`src/rtl/mini_cpu_pkg.sv`:
```
// Shared widths, link-register number and write-port select encodings for the mini CPU.
package mini_cpu_pkg;

  localparam int REG_ADDR_W = 5;
  localparam int DATA_W     = 32;
  localparam int NUM_REGS   = 1 << REG_ADDR_W;

  localparam logic [REG_ADDR_W-1:0] LINK_REG = 5'd31;

  typedef enum logic [1:0] {
    WPS_R2   = 2'b00,
    WPS_R3   = 2'b01,
    WPS_LINK = 2'b10,
    WPS_NONE = 2'b11
  } wps_e;

  // Write-back stage register contents.
  typedef struct packed {
    logic                  valid;
    logic [REG_ADDR_W-1:0] addr;
    logic [DATA_W-1:0]     data;
  } wb_stage_t;

endpackage

```
`src/rtl/write_port_mux.sv`:
```
// Destination-register select: picks R2, R3 or the link register, and flags "no write".
import mini_cpu_pkg::*;

module write_port_mux (
  input  logic [1:0]            sel,
  input  logic [REG_ADDR_W-1:0] r2,
  input  logic [REG_ADDR_W-1:0] r3,
  output logic [REG_ADDR_W-1:0] dest,
  output logic                  sel_write
);

  always_comb begin
    dest      = '0;
    sel_write = 1'b1;
    case (wps_e'(sel))
      WPS_R2:   dest = r2;
      WPS_R3:   dest = r3;
      WPS_LINK: dest = LINK_REG;
      default:  sel_write = 1'b0;
    endcase
  end

endmodule

```
`src/rtl/regfile_write_port.sv`:
```
// Register file with a one-deep write-back stage: capture, later commit, bypassed reads.
import mini_cpu_pkg::*;

module regfile_write_port (
  input  logic                  clk,
  input  logic                  rst,
  input  logic [1:0]            WRITEPORTSELECT,
  input  logic [REG_ADDR_W-1:0] R2,
  input  logic [REG_ADDR_W-1:0] R3,
  input  logic [DATA_W-1:0]     WriteData,
  input  logic                  REGWRITE,
  input  logic                  STALL,
  input  logic [REG_ADDR_W-1:0] ReadAddr1,
  input  logic [REG_ADDR_W-1:0] ReadAddr2,
  output logic [DATA_W-1:0]     ReadData1,
  output logic [DATA_W-1:0]     ReadData2,
  output logic                  WBValid,
  output logic [REG_ADDR_W-1:0] WBAddr
);

  logic [REG_ADDR_W-1:0] dest;
  logic                  sel_write;
  wb_stage_t             stage;
  wb_stage_t             stage_next;
  logic [DATA_W-1:0]     regs [NUM_REGS];

  write_port_mux u_mux (
    .sel       (WRITEPORTSELECT),
    .r2        (R2),
    .r3        (R3),
    .dest      (dest),
    .sel_write (sel_write)
  );

  always_comb begin
    stage_next.valid = REGWRITE && sel_write && (dest != '0);
    stage_next.addr  = dest;
    stage_next.data  = WriteData;
  end

  // Commit uses the old stage contents while the new capture overwrites the stage.
  // During STALL the same entry is recommitted every edge, which is harmless.
  always_ff @(posedge clk) begin
    if (rst) begin
      stage <= '0;
      for (int i = 0; i < NUM_REGS; i++) regs[i] <= '0;
    end else begin
      if (stage.valid) regs[stage.addr] <= stage.data;
      if (!STALL) stage <= stage_next;
    end
  end

  always_comb begin
    ReadData1 = regs[ReadAddr1];
    if (ReadAddr1 == '0)                             ReadData1 = '0;
    else if (stage.valid && ReadAddr1 == stage.addr) ReadData1 = stage.data;
  end

  always_comb begin
    ReadData2 = regs[ReadAddr2];
    if (ReadAddr2 == '0)                             ReadData2 = '0;
    else if (stage.valid && ReadAddr2 == stage.addr) ReadData2 = stage.data;
  end

  assign WBValid = stage.valid;
  assign WBAddr  = stage.addr;

endmodule

```
`config.mk`:
```
export PLATFORM = sky130hd
export DESIGN_NAME = regfile_write_port
export DESIGN_NICKNAME = d
export VERILOG_FILES = /design/src/rtl/mini_cpu_pkg.sv /design/src/rtl/write_port_mux.sv /design/src/rtl/regfile_write_port.sv
export SDC_FILE = /design/constraint.sdc
export NUM_CORES = 2
export LEC_CHECK = 0
export BUFFER_PORTS_ARGS = -buffer_cell sky130_fd_sc_hd__buf_2
export CAP_MARGIN = 20
export CORE_ASPECT_RATIO = 1.25
export CORE_MARGIN = 3
export CORE_UTILIZATION = 30
export DETAILED_ROUTE_END_ITERATION = 7
export GPL_ROUTABILITY_DRIVEN = 1
export PLACE_DENSITY = 0.48
export SLEW_MARGIN = 25
export SYNTH_ARGS = -nofsm -noshare
export SYNTH_HDL_FRONTEND = slang
export SYNTH_SLANG_ARGS = --single-unit
```
`constraint.sdc`:
```
create_clock -name clk -period 6 [get_ports clk]
set_input_delay 0 -clock clk [delete_from_list [all_inputs] [get_ports clk]]
set_output_delay 0 -clock clk [all_outputs]
set_load 0.1 [all_outputs]
```
==> summary.txt <==
outcome: finished clean
fin. max-slew vios: 0
top-level I/O count: 128
Tightest Hold Check Type: in2reg
Crit path arrival time: 4580 ps
final routed DRC violation total: 0
Metal-1 WL: 92.6 mm
first-pass GRT wire length: 323 mm
GP Congestion: 0.833
Tightest Pin Transition: 1100 ps
Power, Total: 18500 uW
Avg Cell Area, Syn: 14.6 um2
Final Critical Period: 4580 ps
I/O Buffers: 127
pwr dens: 282 nW/um2
worst vdd ir: 0.221 mV
Max FO, Critical Path: 18
Syn Std Cell Area: 57600 um2
Post-CTS Setup Repair Bufs: 0
initial antenna violation count: 22
Post-CTS Hold Fix Bufs: 102
final WL: 237 mm
Die Ht: 496 um
number of global-route vias before repair: 38533
fill count: 18218
die width: 398 um
EDFF count, synth: 1024
register area share after synthesis: 0.547
cell row count: 179
leakage power: 0.0233 uW
GRT Residual Overflow: 0
Final period util: 0.763
DRT antenna net count: 0
clock tree buffer depth: 3
CTS tree: done
relative max-transition margin: 0.265
Starting Density: 0.302
hpwl dp: 142 mm
DR top layer: met5
GRT Overall Usage: 0.237
FF/Latch Area: 31500 um2
Synth async-reset ratio: 0
RSZ-0062 raised after global routing: no
met3 WL post-DR: 17.7 mm
Final Skew: 21.4 ps
multi-input logic area: 24100 um2
Layout Nets: 4078
Post-CTS Resized: 0
final std cells w/o fill: 6660
Setup-failing EPs final: 0
Fmax achieved: 219 MHz
number of buffers created by CTS: 114
max cap viols: 0
largest net degree at the start of global routing: 71
Core Area: 191000 um2
Vias: 37280
P&R area growth vs syn: 14.0%
post-synthesis instance total: 3935
hold violation count in the final report: 0
Setup crit end kind: output pin
H-Tree Depth: 3
Vias per Instance: 5.60
register bit total from synthesis: 1062
wire per inst: 35.6 um
CTS Root Cell: clkbuf_16
layout cells sized above 1: 0.261
yosys warns: 0
Synth Net Count: 3993
DR pass1 iterations: 5
CP Class: reg2out
routed wl met2: 117 mm
Clock Sink Count: 1062
Die ar.: 197000 um2
Netlist cell types: 64
initial drt markers: 3944
Main synth FF type: edfxtp_1
TNS Setup: 0 ps
Worst-path clk slew: 70 ps
Setup crit start kind: flip-flop
clock latency on the worst-skew pair: 750 ps
Placed Cells: 6335
Req. time, crit path: 6000 ps
==> synthesized netlist by cell type (6+ instances only) <==
| cell | instances | area share |
|---|---|---|
| mux2i_1 | 214 | 0.037 |
| clkbuf_1 | 256 | 0.017 |
| edfxtp_1 | 1024 | 0.53 |
| buf_12 | 10 | 0.0035 |
| nor3b_1 | 11 | 0.0014 |
| a211oi_1 | 32 | 0.0042 |
| buf_6 | 31 | 0.0061 |
| a22o_1 | 34 | 0.0052 |
| a2111oi_2 | 11 | 0.0029 |
| nand2_1 | 19 | 0.0012 |
| buf_4 | 34 | 0.0044 |
| dfxtp_1 | 38 | 0.013 |
| buf_2 | 61 | 0.0053 |
| a32oi_1 | 19 | 0.0029 |
| o22ai_1 | 41 | 0.0045 |
| a31oi_1 | 9 | 0.00098 |
| a221oi_1 | 17 | 0.0026 |
| a2111oi_0 | 7 | 0.0011 |
| o21ai_1 | 28 | 0.0024 |
| or2_2 | 35 | 0.0038 |
| nor2b_1 | 23 | 0.0025 |
| buf_1 | 11 | 0.00072 |
| nor2_1 | 160 | 0.010 |
| mux2_2 | 63 | 0.012 |
| mux4_2 | 444 | 0.17 |
| xnor2_1 | 7 | 0.0011 |
| nand3b_1 | 6 | 0.00078 |
| o21ai_0 | 26 | 0.0023 |
| and2_1 | 1027 | 0.11 |
| a221o_1 | 25 | 0.0043 |
| a22oi_1 | 34 | 0.0044 |
| nor3_1 | 51 | 0.0044 |
| a21oi_1 | 37 | 0.0032 |
| buf_8 | 13 | 0.0034 |
| nand2b_1 | 8 | 0.00087 |
| o221ai_1 | 10 | 0.0015 |
==> sequential cells by signal, summed over array words and instances, names as in the netlist <==
register	flops
WBAddr	5
WBValid	1
regs	1024
stage	32
==> per-layer routing <==
layer / track usage / vias to the layer above
li1: - / 15213
met1: 0.296 / 19882
met2: 0.401 / 1765
met3: 0.0465 / 416
met4: 0.0990 / 4
met5: 0 / -
==> through the flow <==
stage	area, um2	hold WS, ps	util	worst slack, ps
after floorplan	57600	144	-	1950
after global placement	60700	232	0.319	2040
after detailed placement	60800	237	0.319	2100
after CTS	65600	2.19	0.344	1380
after global routing	65600	62.3	0.344	1210
final	65600	42.3	0.344	1420
==> critical path, stage by stage, from the launching register on <==
cell     delay [ps]
dfxtp_1         650
xor2_1          130
nor3_1          510
and3_2          950
buf_4           490
a32oi_1         170
o21ai_1         350
buf_2           550
==> worst paths after layout <==
path	from	endpoint	slack, ps	cells past startpoint
min	STALL	stage[18]	40	3
max	WBAddr[2]	ReadData1[23]	1420	7
max reg2reg	WBAddr[1]	regs[31][29]	2020	4
min reg2reg	stage[17]	stage[17]	510	2
==> layout by cell type, fill, tap and decap left out, drive strengths merged, types with 25 or more instances in the layout <==
cell type,netlist,layout
and2,1027,1027
buf,160,284
a22oi,34,34
edfxtp,1024,1024
a22o,34,34
mux4,444,444
dlygate4sd3,0,102
a21oi,37,37
clkinv,1,49
nor3,52,52
or2,38,38
nor2,163,163
clkbuf,258,140
mux2,63,63
o21ai,54,54
a211oi,33,33
dfxtp,38,38
mux2i,214,214
o22ai,41,41
a221o,25,25
==> area by class of cell <==
type | instances | area share
Inverter | 5 | 0.000286
Sequential cell | 1062 | 0.480
Tap cell | 2534 | 0.0483
Antenna cell | 11 | 0.000420
Timing Repair Buffer | 387 | 0.0468
Clock inverter | 72 | 0.0109
Multi-Input combinational cell | 2450 | 0.367
Clock buffer | 139 | 0.0460
==> power breakdown <==
part / total (uW) / internal [uW] / leakage, uW / switching [uW]
clock network: 7340 / 4130 / 0.00182 / 3210
logic: 2620 / 819 / 0.0107 / 1800
registers: 8530 / 8370 / 0.0108 / 156
==> cells by family after synthesis <==
logic type	synth area share
XOR/XNOR	0.00152
multiplexers	0.223
buffers and inverters	0.0407
AO/OA/AOI/OAI	0.0459
flip-flops	0.547
AND/OR/NAND/NOR	0.141
Note: power is estimated with default switching activity, not from simulation.
